### config.mk
export PLATFORM = sky130hd
export DESIGN_NAME = alu_seq_ctrl
export DESIGN_NICKNAME = d
export VERILOG_FILES = /design/src/rtl/alu_seq_ctrl.sv
export SDC_FILE = /design/constraint.sdc
export NUM_CORES = 1
export LEC_CHECK = 0
export BUFFER_PORTS_ARGS = -buffer_cell sky130_fd_sc_hd__buf_2
export CAP_MARGIN = 20
export CELL_PAD_IN_SITES_DETAIL_PLACEMENT = 1
export CELL_PAD_IN_SITES_GLOBAL_PLACEMENT = 2
export CORE_MARGIN = 10
export CORE_UTILIZATION = 25
export DETAILED_ROUTE_END_ITERATION = 8
export HOLD_SLACK_MARGIN = 0.1
export PLACE_DENSITY_LB_ADDON = 0.15
export SLEW_MARGIN = 10
export SYNTH_ARGS = -nofsm -noshare
export SYNTH_HDL_FRONTEND = slang
export SYNTH_SLANG_ARGS = --single-unit
export TNS_END_PERCENT = 1
### constraint.sdc
create_clock -name clk -period 2 [get_ports clk]
set_input_delay 0.3 -clock clk [delete_from_list [all_inputs] [get_ports clk]]
set_output_delay 0.3 -clock clk [all_outputs]
set_load 0.01 [all_outputs]
### src/rtl/alu_seq_ctrl.sv
// alu_seq_ctrl: operator-stepped sequencer for a switch-driven ALU.
// Each press of the step button advances the sequence. The presses load
// operand A, then operand B, then the opcode. The block then waits for the
// ALU to settle, pulses the result load, and holds the result until the
// next press.
//
// state    | meaning
// ---------+-----------------------------------------------------
// WAIT_A   | idle, next press loads operand A
// WAIT_B   | next press loads operand B
// WAIT_OP  | next press latches opcode from sw[31:28]
// SETTLE   | ALU settling, down-counter running, presses ignored
// FIRE     | result/flag load pulse, presses ignored
// SHOW     | result valid (done=1), next press returns to WAIT_A
module alu_seq_ctrl #(
  parameter int SETTLE = 2
) (
  input  logic        clk,
  input  logic        rst,
  input  logic        step,
  input  logic [31:0] sw,
  output logic        ld_a,
  output logic        ld_b,
  output logic        ld_f,
  output logic [3:0]  op_q,
  output logic [2:0]  phase,
  output logic        done
);

  localparam logic [2:0] ST_WAIT_A  = 3'd0;
  localparam logic [2:0] ST_WAIT_B  = 3'd1;
  localparam logic [2:0] ST_WAIT_OP = 3'd2;
  localparam logic [2:0] ST_SETTLE  = 3'd3;
  localparam logic [2:0] ST_FIRE    = 3'd4;
  localparam logic [2:0] ST_SHOW    = 3'd5;

  localparam logic [3:0] CNT_INIT = 4'(SETTLE - 1);

  logic       step_s1;
  logic       step_s2;
  logic       step_d;
  logic       prime;
  logic       armed;
  logic       step_pulse;
  logic [2:0] state;
  logic [3:0] cnt;
  logic       unused_sw;

  // Only the opcode field of the switches is used here.
  assign unused_sw = ^sw[27:0];

  // Synchronize step and detect its rising edge. The first edge after reset
  // only primes the logic. Edge detection is armed only once a synchronized
  // low has actually been sampled. A button held through reset release
  // therefore cannot produce a pulse.
  always_ff @(posedge clk) begin
    if (rst) begin
      step_s1 <= 1'b0;
      step_s2 <= 1'b0;
      step_d  <= 1'b0;
      prime   <= 1'b0;
      armed   <= 1'b0;
    end else begin
      step_s1 <= step;
      step_s2 <= step_s1;
      step_d  <= step_s2;
      prime   <= 1'b1;
      if (prime && !step_s1) armed <= 1'b1;
    end
  end

  assign step_pulse = step_s2 & ~step_d & armed;

  // Sequencer: registered load strobes default low every cycle.
  always_ff @(posedge clk) begin
    if (rst) begin
      state <= ST_WAIT_A;
      cnt   <= 4'd0;
      op_q  <= 4'd0;
      ld_a  <= 1'b0;
      ld_b  <= 1'b0;
      ld_f  <= 1'b0;
    end else begin
      ld_a <= 1'b0;
      ld_b <= 1'b0;
      ld_f <= 1'b0;
      case (state)
        ST_WAIT_A: begin
          if (step_pulse) begin
            ld_a  <= 1'b1;
            state <= ST_WAIT_B;
          end
        end
        ST_WAIT_B: begin
          if (step_pulse) begin
            ld_b  <= 1'b1;
            state <= ST_WAIT_OP;
          end
        end
        ST_WAIT_OP: begin
          if (step_pulse) begin
            op_q  <= sw[31:28];
            cnt   <= CNT_INIT;
            state <= ST_SETTLE;
          end
        end
        ST_SETTLE: begin
          // ld_f is raised on the exit edge so it is high exactly while in FIRE.
          if (cnt == 4'd0) begin
            ld_f  <= 1'b1;
            state <= ST_FIRE;
          end else begin
            cnt <= cnt - 4'd1;
          end
        end
        ST_FIRE: begin
          state <= ST_SHOW;
        end
        ST_SHOW: begin
          if (step_pulse) state <= ST_WAIT_A;
        end
        default: begin
          state <= ST_WAIT_A;
          cnt   <= 4'd0;
        end
      endcase
    end
  end

  assign phase = state;
  assign done  = (state == ST_SHOW);

endmodule

### Word level (Yosys, flattened, before mapping)

Cells that the tools add are included.

| word-level totals | value |
|---|---|
| output and inout port bits | 11 |
| logic and storage cells | 53 |
| input bits | 35 |
| register bits | 19 |

| cells by class | value |
|---|---|
| reductions and logical operators | 11 |
| $add $sub $neg | 1 |
| bitwise operators | 7 |
| equality and inequality tests | 11 |
| muxes and demuxes | 12 |

Operators by type and width:

| cell | count |
|---|---|
| $pmux W3 S6 | 1 |
| $mux W3 | 5 |
| $pmux W4 S3 | 1 |
| $ne A2 B2 Y1 const B | 5 |
| $mux W4 | 2 |
| $eq A3 B2 Y1 const B | 2 |
| $eq A3 B3 Y1 const B | 2 |
| $reduce_or A2 Y1 | 3 |
| $not A1 Y1 | 5 |
| $reduce_and A5 Y1 | 1 |
| $logic_not A4 Y1 | 1 |
| $reduce_or A4 Y1 | 1 |
| $sub A4 B1 Y4 const B | 1 |
| $eq A3 B1 Y1 const B | 1 |
| $logic_not A3 Y1 | 1 |
| $mux W1 | 3 |
| $reduce_and A3 Y1 | 1 |
| $and A1 B1 Y1 | 2 |
| $ne A2 B1 Y1 const B | 1 |
| $reduce_and A2 Y1 | 1 |
| $logic_and A1 B1 Y1 | 1 |
| $logic_not A1 Y1 | 1 |

### Logic depth before layout (Yosys ltp)

| depth | value |
|---|---|
| depth in word-level cells | 5 |
| gate-level depth with buffers | 5 |
| gate-level depth less buffers | 5 |

### Worst setup path before layout

Ideal clock, no wire load.

| timing | value |
|---|---|
| path type | flip-flop to flip-flop |
| start | register cnt[0] |
| end | register cnt[3] |
| data arrival time | 1.216 ns |
| path buffers | 0 |
| cell stages (with the launch flop) | 6 |
| slack | 0.662 ns |
| data required time | 1.878 ns |
| path through | dfxtp_1 inv_1 ha_1 nor3b_4 nor2b_1 a221o_1 |

| between the ends | value |
|---|---|
| cells in the longest elaborated chain, start to end | 3 |
| elaborated cells on any way between the ends | 6 |
| those cells by class | add/sub: 1; eq/ne: 1; mux: 2; reduce/logical: 2 |

Ends and longest elaborated chain:

| element | RTL line | source |
|---|---|---|
| start: declaration | 46 | `logic [3:0] cnt;` |
| start signal: assignment | 113 | `cnt <= cnt - 4'd1;` |
| $sub A4 B1 Y4 or $logic_not A4 Y1 (tied branches) | 113, 109 |  |
| $mux W4 or $ne A2 B2 Y1 (tied branches) | n/a |  |
| $pmux W4 S3 or $reduce_and A3 Y1 (tied branches) | n/a |  |

Several ways; a longest one is shown, not always the timed one. The select of a mux whose other input is x is not followed.
A chain may end at the register's enable or synchronous reset.

### Final worst setup path

| timing | value |
|---|---|
| start | register state[0], in the netlist phase[0] |
| end | output port done |

| between the ends | value |
|---|---|
| cells in the longest elaborated chain, start to end | 1 |

Ends and longest elaborated chain:

| element | RTL line | source |
|---|---|---|
| start: declaration | 45 | `logic [2:0] state;` |
| start signal: assignment | 77 | `state <= ST_WAIT_A;` |
| start signal: assignment | 91 | `state <= ST_WAIT_B;` |
| start signal: assignment | 97 | `state <= ST_WAIT_OP;` |
| $eq A3 B3 Y1 | 131 | `assign done = (state == ST_SHOW);` |
| end: declaration | 27 | `output logic done` |

No other way between the ends.

==> out/summary.log <==
INFO  clock_network  cts_setup_buffers=0
INFO  clock_network  cts_tree=done
INFO  floorplan      die_w=78.7µm
INFO  min_path       hold_crit_start=step
INFO  synthesis      seq_area_frac_synth=0.441
INFO  placement      place.detailed.instances=152
INFO  worst_setup_path regToRegSetupSlack=450ps
INFO  clock_network  cts.sink_count=19
INFO  clock_network  holdBufCountCts=0
INFO  drt            post_drt_wl_per_cell=14.5µm
INFO  synthesis      ys_top_cells_by_area=dfxtp_1 (44%), o21ai_0 (4.1%), a21oi_1 (3.5%)
INFO  synthesis      synth_nets=131
INFO  synthesis      synth.top_cells.by_count=dfxtp_1 (19), o21ai_0 (7), a21oi_1 (6), nand3_1 (6)
INFO  clock_network  cts_resized=0
INFO  synthesis      synth_enable_flop_cells=0
INFO  drt            route.antenna.remaining_nets=0
INFO  finish         net_count_final=148
INFO  min_path       worst_hold_path.num_cells=2
INFO  synthesis      synth_area=862µm²
INFO  synthesis      synth-seq-cells=19
INFO  floorplan      die_h=78.7µm
INFO  sta            fin_tns_setup=0ps
INFO  power          power_frac_seq=0.640
INFO  global_routing grt_pass1_wl=3800µm
INFO  sta            report.final.setup_viol=0
INFO  sta            worst_slew_margin_rel=0.665
INFO  drt            drt_wl_total=2260µm
INFO  sta            maxClockFrequency=614MHz
INFO  drt            route.detailed.vias_per_inst=4.68
INFO  worst_setup_path setup.worst_path.end_class=primary output
INFO  sta            finalWorstPathRequiredPeriod=1630ps
INFO  synthesis      yosysTopAreaCellShare=0.441
INFO  finish         diodes=0
INFO  floorplan      rows=21
INFO  drt            vias=730
INFO  floorplan      top_level_ports=46
INFO  drt            drc_errors=0
INFO  min_path       min-delay-path-class=in2reg
INFO  synthesis      netlist.top_cell.by_area=dfxtp_1
INFO  worst_setup_path destination_of_the_worst_register_to_register_timing_path=cnt[3]
INFO  sta            finalCritPeriodShare=0.815
INFO  power          p_int=0.000468W
INFO  clock_network  cts-root-to-sink-buffers=2
INFO  sta            final-max-slew-violation-count=0
INFO  worst_setup_path reg2reg_from=cnt[0]
INFO  clock_network  htree_num_levels=1
INFO  power          total_leakage_power=0.391nW
INFO  power          p_sw=0.000140W
INFO  drt            drt_first_iter_violations=39
INFO  drt            iteration_count_of_the_initial_detailed_routing_pass=4
INFO  synthesis      synth.distinct_cells=34
INFO  global_routing grt_pass1_vias=790
INFO  global_routing grt.total_usage=0.0757
INFO  worst_setup_path arrival=1330ps
INFO  synthesis      synth.avg_cell_area=9.17µm²
INFO  worst_setup_path timing.setup.critical_path_class=reg2out
INFO  synthesis      synth_warnings=0
INFO  global_routing global_route.overflow_total=0
INFO  finish         fillers=417
INFO  worst_setup_path rr_worst_depth=5
INFO  synthesis      synth.most_common_cell=dfxtp_1
INFO  worst_setup_path cp.required=1700ps
INFO  floorplan      core_area=3340µm²
INFO  job            cap_viol_max_count=0
INFO  clock_network  clock_latency=290ps
INFO  power          combPwrFrac=0.041
INFO  global_routing pin_count_of_the_biggest_net_entering_global_routing=20
INFO  clock_network  cts-root-buf=clkbuf_4
INFO  floorplan      die_area=6200µm²
INFO  power          power.share.clock=0.318
INFO  synthesis      synth-main-ff-cell=dfxtp_1
INFO  sta            timing_worst_slew_pin_value=502ps
INFO  sta            finalHoldViolCount=0
INFO  clock_network  clk_transition_reported_paths=110ps
INFO  worst_setup_path timing.critical_path.fanout_max=15
INFO  sta            rsz0062_at_grt=no
INFO  power          power-per-cell-area=603nW/µm²
INFO  placement      place.gp.congestion=0.664
INFO  status         run_status=complete, no violations
INFO  finish         layout.cells.non_filler=156
INFO  power          power_switching_share=0.230
INFO  clock_network  cts-buffers-inserted=3
INFO  worst_setup_path cp-start-kind=register
INFO  synthesis      postSynth.asyncResetShare=0
INFO  placement      numPortBuffers=17
INFO  min_path       min_to=step_s1
INFO  floorplan      floorplan.initialDensity=0.258
INFO  placement      dp_hpwl=1640µm
INFO  global_routing initial_antenna_violation_count=0
INFO  power          irDropWorstVdd=217µV
INFO  synthesis      syn-instance-count=94
INFO  finish         drive_gt1_frac=0.255
INFO  finish         areaGrowthSynthToFinish=16.8%
INFO  sta            fin_worst_skew=0.957ps
==> metrics by stage <==
step / total power [W] / utilization / area (µm²) / setup slack, ps / hold WS [ps]
floorplan: 0.000413 / - / 862 / 662 / 410
global placement: 0.000423 / 0.294 / 980 / 491 / 439
detailed placement: 0.000424 / 0.294 / 980 / 452 / 444
CTS: 0.000629 / 0.302 / 1010 / 336 / 194
global route: 0.000655 / 0.302 / 1010 / 218 / 205
finish: 0.000608 / 0.302 / 1010 / 370 / 206
==> cells by family after synthesis <==
kind of cell	count (synthesis)	share of synthesized area
adder cells (fa/ha/maj)	2	0.0290
flip-flops	19	0.441
AND/OR/NAND/NOR	38	0.273
AO/OA/AOI/OAI	22	0.173
multiplexers	2	0.0247
buffers and inverters	11	0.0595
==> placed cells by master (no fill, tap or decap), types with 2 or more instances in the layout <==
| cell | netlist | final |
|---|---|---|
| ha_1 | 2 | 2 |
| nor2b_1 | 4 | 4 |
| nor4_1 | 2 | 2 |
| inv_1 | 5 | 5 |
| nor3b_1 | 3 | 3 |
| clkbuf_4 | 0 | 3 |
| nand3b_1 | 3 | 3 |
| o21ai_0 | 7 | 7 |
| nor2_1 | 5 | 5 |
| dfxtp_1 | 19 | 19 |
| a21oi_1 | 6 | 6 |
| nand3_1 | 6 | 6 |
| nor3_1 | 2 | 2 |
| and3b_1 | 2 | 2 |
| a211oi_1 | 2 | 2 |
| buf_2 | 2 | 17 |
| nand2_1 | 5 | 5 |
==> power by group through the flow <==
stage | combinational (W) | sequential [W] | clock, W
2_1_floorplan | 0.0000166 | 0.000396 | 0
3_3_place_gp | 0.0000256 | 0.000398 | 0
3_5_place_dp | 0.0000261 | 0.000398 | 0
4_1_cts | 0.0000261 | 0.000389 | 0.000213
5_1_grt | 0.0000287 | 0.000391 | 0.000236
6_report | 0.0000251 | 0.000389 | 0.000194
==> worst max-delay path by stage <==
stage	start	to	slack, ps	cells after the start
2_1_floorplan	cnt[0]	cnt[3]	660	5
3_3_place_gp	cnt[0]	cnt[3]	490	5
3_5_place_dp	cnt[0]	cnt[3]	450	5
4_1_cts	phase[0]	done	340	2
5_1_grt	phase[0]	done	220	2
6_report	phase[0]	done	370	2
==> worst max-delay path: stages (launching register included) <==
cell	delay, ps
dfxtp_1	650
nor3b_1	230
buf_2	160
==> per-layer routing <==
layer | routed length, µm | up-vias | GRT usage
met1 | 1100 | 347 | 0.0904
met4 | 20 | 0 | 0.0323
met5 | 0 | - | 0
met3 | 94 | 2 | 0.0259
met2 | 1040 | 9 | 0.121
li1 | - | 372 | -
==> final cells by class <==
cell class	count	area [µm²]	share of cell area
flip-flops and latches	19	380	0.378
repair buffers	18	92.6	0.0919
inverters	5	18.8	0.0186
clock inverters	1	5.00	0.00497
clock buffers	3	22.5	0.0224
multi-input cells	64	430	0.427
well taps	46	57.6	0.0571
(Power assumes the default switching activity.)
